File: src/rtl/writeback_arbiter.sv
// Writeback port arbiter: the main pipeline has priority, while late loads and quantum results share the leftover slots round-robin.
// A starvation counter forces a pipeline stall so that waiting side requesters are eventually served.
module writeback_arbiter #(
   parameter int unsigned STARVE_LIMIT = 4
) (
   input  logic        clk,
   input  logic        rst,
   input  logic        pipe_valid,
   input  logic [4:0]  pipe_rd,
   input  logic [31:0] pipe_data,
   output logic        pipe_stall,
   input  logic        ld_valid,
   input  logic [4:0]  ld_rd,
   input  logic [31:0] ld_data,
   output logic        ld_ready,
   input  logic        q_valid,
   input  logic [4:0]  q_rd,
   input  logic [31:0] q_data,
   output logic        q_ready,
   output logic        rf_we,
   output logic [4:0]  rf_waddr,
   output logic [31:0] rf_wdata
);

   localparam logic [3:0] LIMIT = 4'(STARVE_LIMIT);

   typedef enum logic {SIDE_LD, SIDE_Q} side_t;

   side_t       last_side, last_next;
   logic [3:0]  wait_cnt, wait_next;
   logic        pipe_gnt, ld_gnt, q_gnt, any_gnt;
   logic [4:0]  gnt_rd;
   logic [31:0] gnt_data;

   // State register: arbitration state plus the registered register-file write port.
   always_ff @(posedge clk or posedge rst) begin
      if (rst) begin
         wait_cnt  <= 4'd0;
         last_side <= SIDE_Q;
         rf_we     <= 1'b0;
         rf_waddr  <= 5'd0;
         rf_wdata  <= 32'd0;
      end else begin
         wait_cnt  <= wait_next;
         last_side <= last_next;
         rf_we     <= any_gnt && (gnt_rd != 5'd0);
         if (any_gnt) begin
            rf_waddr <= gnt_rd;
            rf_wdata <= gnt_data;
         end
      end
   end

   // Next state: the counter tracks how many pipeline grants a side request has sat through.
   always_comb begin
      wait_next = wait_cnt;
      last_next = last_side;
      if (ld_gnt || q_gnt) begin
         wait_next = 4'd0;
         last_next = ld_gnt ? SIDE_LD : SIDE_Q;
      end else if (!ld_valid && !q_valid) begin
         wait_next = 4'd0;
      end else if (pipe_gnt && (wait_cnt != LIMIT)) begin
         wait_next = wait_cnt + 4'd1;
      end
   end

   // Grant decode: during reset nothing is consumed, whatever the inputs.
   always_comb begin
      pipe_stall = (wait_cnt == LIMIT);
      pipe_gnt   = !rst && pipe_valid && !pipe_stall;
      ld_gnt     = 1'b0;
      q_gnt      = 1'b0;
      if (!rst && !pipe_gnt) begin
         if (ld_valid && q_valid) begin
            ld_gnt = (last_side == SIDE_Q);
            q_gnt  = (last_side == SIDE_LD);
         end else begin
            ld_gnt = ld_valid;
            q_gnt  = q_valid;
         end
      end
      ld_ready = ld_gnt;
      q_ready  = q_gnt;
      any_gnt  = pipe_gnt || ld_gnt || q_gnt;
      gnt_rd   = 5'd0;
      gnt_data = 32'd0;
      if (pipe_gnt) begin
         gnt_rd   = pipe_rd;
         gnt_data = pipe_data;
      end else if (ld_gnt) begin
         gnt_rd   = ld_rd;
         gnt_data = ld_data;
      end else if (q_gnt) begin
         gnt_rd   = q_rd;
         gnt_data = q_data;
      end
   end

endmodule
File: config.mk
export PLATFORM = sky130hd
export DESIGN_NAME = writeback_arbiter
export DESIGN_NICKNAME = d
export VERILOG_FILES = /design/src/rtl/writeback_arbiter.sv
export SDC_FILE = /design/constraint.sdc
export NUM_CORES = 1
export LEC_CHECK = 0
export CORE_MARGIN = 10
export CORE_UTILIZATION = 25
export DETAILED_ROUTE_END_ITERATION = 7
export PLACE_DENSITY_LB_ADDON = 0.3
export RECOVER_POWER = 100
export SLEW_MARGIN = 25
export SYNTH_ARGS = -nofsm -noshare
export SYNTH_HDL_FRONTEND = slang
export SYNTH_SLANG_ARGS = --single-unit
File: constraint.sdc
create_clock -name clk -period 4.15 [get_ports clk]
set_input_delay 1.245 -clock clk [delete_from_list [all_inputs] [get_ports clk]]
set_output_delay 1.245 -clock clk [all_outputs]
set_load 0.01 [all_outputs]
==> After elaboration in Yosys (flattened, before gate mapping) <==
Index checks and enable logic that the tools add are counted.
{ "op_classes": {"muxes": 14, "bitwise": 1, "div": 0, "n_shift": 0, "n_mul": 0, "n_eq_ne": 2, "magnitude_cmp": 0, "n_addsub": 1, "reduce_logical": 17} }
{ "ops": {"columns": ["cell", "count"], "rows": [
  ["$mux 32", 3],
  ["$mux 5", 3],
  ["$mux 4", 3],
  ["$logic_and 1x1->1", 7],
  ["$logic_not 1->1", 5],
  ["$mux 1", 5],
  ["$reduce_bool 5->1", 1],
  ["$add 4x1->4 const B", 1],
  ["$eq 4x3->1 const B", 1],
  ["$ne 4x3->1 const B", 1],
  ["$logic_or 1x1->1", 3],
  ["$reduce_bool 3->1", 1],
  ["$not 1->1", 1]
]} }
{ "totals": {"latchBits": 0, "output_inout_bits": 41, "mem_bits_ro": 0, "ram_bits": 0, "mem_count": 0, "wordCells": 40, "ff_bits": 43} }

==> Depth between registers and ports, before layout <==
{ "depth": {"depth_word": 11, "depth_mapped": 10, "mapped_depth_nobuf": 7} }

==> Worst setup path after synthesis <==
No wires, ideal clock.
{ "synth_timing": {"path_type": "input-to-output", "startpoint": "input rst", "endpoint": "output q_ready", "arrival_time_ns": 2.986, "path_stages": 5, "required_ns": 2.905, "slack_ns": -0.081, "cell_sequence": "inv_1 -> o21ai_4 -> nor2b_1 -> buf_2 -> buf_2"} }
{ "synth_via": {"elab_chain_len": 6} }
{ "synth_rtl": {"columns": ["item", "line", "rtl"], "rows": [
  ["start, declared", "7", "input logic rst,"],
  ["$logic_not 1->1 *", "71, 74", null],
  ["$logic_and 1x1->1 (2 in series)", "71", "pipe_gnt = !rst && pipe_valid && !pipe_stall;"],
  ["$logic_not 1->1", "74", "if (!rst && !pipe_gnt) begin"],
  ["$logic_and 1x1->1 *", "74", null],
  ["$mux 1 *", "74", null],
  ["end, declared", "19", "output logic q_ready,"]
]} }
Every way passes the cells marked *; elsewhere a longest branch is shown, timed or not.

==> Final worst setup path <==
{ "layout_timing": {"startpoint": "input q_valid", "endpoint": "output q_ready"} }
{ "layout_via": {"elab_chain_len": 3} }
{ "layout_rtl": {"columns": ["item", "line", "rtl"], "rows": [
  ["start, declared", "16", "input logic q_valid,"],
  ["$logic_and 1x1->1", "75", "if (ld_valid && q_valid) begin"],
  ["$mux 1 *", "75", null],
  ["$mux 1 *", "74", null]
]} }
Marks and branches as above.

==> reports/summary.txt <==
gr ovfl total - 0
Leak Pwr - 0.00174 uW
placed inst area - 4220 sq um
Seq cells post-synth - 43
WL per Instance - 17.8 microns
Core Footprint - 9730 sq um
setup ws final - 0.134 ns
CTS HTree Levels - 2
CP bufs+invs - 2
Clock Sink Count - 43
dpl ws - 0.173 ns
CP top delay family - buffers and inverters
setup TNS - 0 ns
kind of critical path - in2out
DIE AREA - 14400 sq um
P_int - 911 uW
cell type with the largest total area after synthesis - dfrtp_1
most common cell after layout, fill and taps aside - clkdlybuf4s50_1
sequential share of power - 40.4%
DRC Markers - 0
Slew Limit Fails - 0
CTS max path bufs - 2
CP max-delay cell - clkdlybuf4s50_1
hold_buf cts - 0
Post-CTS Resized - 0
Syn Nets - 369
Root Driver - clkbuf_8
Area Growth Syn to Fin - 68.1%
synthesized area per cell - 9.94 sq um
port bufs - 156
Worst Path Required - 2.90 ns
share of cells above drive strength 1 - 8.62%
most frequent cells in the layout - clkdlybuf4s50_1, nor2_1, dfrtp_1, dlygate4sd3_1
delay of the slowest critical-path stage - 0.57 ns
initial antenna violation count - 0
cell mode on critical path - clkdlybuf4s50_1
ANT cells - 0
status - completed
pin count of the biggest net entering global routing - 48
Nets - 523
Synth Cell Area - 2500 sq um
routability cong. - 0.730
post-detail-place hpwl - 7490 microns
ys flop type - dfrtp_1
Gate Count Post-Synth - 251
global-route wire length before repair - 15300 microns
power density over cell area - 303 nW/um^2
worst hold slack - 0.487 ns
Final Critical Period - 4.02 ns
vias in the first global route - 2781
Seq/Total Area, Yosys - 43.2%
aggregate global-route resource usage - 12.9%
HP Class - reg2reg
critical hold path startpoint - rf_waddr[1]$_DFFE_PP0P_
cell area after layout - 4200 sq um
Switch Pwr - 362 uW
Net Sw Frac - 28.4%
total clock buffers created by CTS - 5
Max-slew headroom - 20.3%
max-capacitance violation count - 0
RSZ-0062 raised after global routing - no
total wire length - 9580 microns
Synth top area share - 42.1%
post-layout power - 1270 uW
final hold vios - 0
worst skew pair latency - 0.29 ns
yosys warns - 0
Finish-stage setup viols - 0
worst-margin pin slew - 1.20 ns
fill count - 998
CP Launch Point - q_valid
Comb pwr share - 34.2%
Post-CTS Setup Bufs - 0
Clock Skews - 0.00576 ns
first-pass detailed-route iteration total - 4
# rows - 36
maximum VDD drop - 0.127 mV
Worst Setup End Kind - output port
ANT nets after route - 0
via count - 2560
Die X - 120 microns
Fmax achieved - 249 MHz
RR Startpoint - wait_cnt[0]$_DFFE_PP0P_
CP cell instances - clkdlybuf4s50_1, a21boi_1, nor2b_1, clkdlybuf4s50_1
fin crit share - 96.8%
DR vias/cell - 4.75
initial DRC count - 122
CP Launch Type - primary input
clock power share - 25.4%
Worst EP arrival - 2.77 ns
TritonCTS clock tree - yes
CP max FO - 4
Die Y-Extent - 120 microns
clock slew at reported path FFs - 0.08 ns
IO Count - 157
Synth cell types - 33
top cells by area, synth - dfrtp_1, a221oi_2, and3_1, a21oi_1, nor2_1
async set-reset flop share out of synthesis - 100%
number of synthesized flops with an enable pin - 0
initial core utilization - 25.7%
-- area by class of cell --
cell class,count,area (sq um),share of cell area (%)
Tap cell,133,166,3.97
Sequential cell,43,1080,25.7
Clock inverter,1,30.0,0.716
Timing Repair Buffer,169,1640,39.2
Multi-Input combinational cell,182,1180,28.2
Clock buffer,7,76.3,1.82
Inverter,4,16.3,0.388
-- worst paths after layout --
| path | end | slack, ns | cells after the start |
|---|---|---|---|
| setup reg to reg | rf_wdata[6]$_DFFE_PP0P_ | 1.03 | 9 |
| hold / removal | rf_waddr[1]$_DFFE_PP0P_ | 0.49 | 1 |
| max in group asynchronous | rf_wdata[12]$_DFFE_PP0P_ | 1.55 | 3 |
| hold reg to reg | rf_waddr[1]$_DFFE_PP0P_ | 0.49 | 1 |
| setup / recovery | q_ready | 0.13 | 4 |
| min in group asynchronous | rf_wdata[7]$_DFFE_PP0P_ | 1.89 | 3 |
-- power groups by stage --
stage / registers, uW / logic [uW] / clock network [uW]
finish: 514 / 435 / 323
global route: 524 / 475 / 357
CTS: 518 / 482 / 338
detailed placement: 526 / 481 / 0
global placement: 523 / 476 / 0
floorplan: 553 / 158 / 0
-- cell families (layout without fill, tap and decap cells) --
logic type,count (synthesis),after routing,share of synthesized area [%]
adders and majority gates,2,2,1.00
AOI/OAI and AO/OA,81,81,29.6
DFF,43,43,43.2
xor gates and xnor gates,3,3,1.05
and+or+nand+nor,96,96,19.2
buffers and inverters,26,181,5.96
-- Yosys cell counts (3+ instances only) --
cell type   n
nand2_1     4
buf_2      11
a221oi_1    6
nor4_1      4
a221oi_2   25
clkbuf_1    6
inv_1       4
a31oi_1     3
a21o_1      4
a21oi_1    32
nand3_1     6
buf_6       5
nor2_1     42
and3_1     32
dfrtp_1    42
-- flip-flops by register name, indices dropped and copies added, names as in the netlist --
| register | cells |
|---|---|
| wait_cnt | 4 |
| rf_wdata | 32 |
| rf_we | 1 |
| last_side | 1 |
| rf_waddr | 5 |
-- metrics by stage --
step / util [%] / instances
floorplan: - / 251
finish: 43.1 / 539
global route: 43.1 / 539
global placement: 43.3 / 531
CTS: 44.4 / 539
detailed placement: 43.3 / 531
-- routing by layer --
layer | global-route usage, % | up-vias | part of all wire [%] | routed length, microns
met5 | 0 | - | 0 | 0
met3 | 4.50 | 5 | 6.4 | 615
li1 | - | 1254 | - | -
met4 | 2.26 | 0 | 0.51 | 49
met1 | 15.0 | 1217 | 43 | 4130
met2 | 22.7 | 84 | 50 | 4790
(Power assumes the default switching activity.)
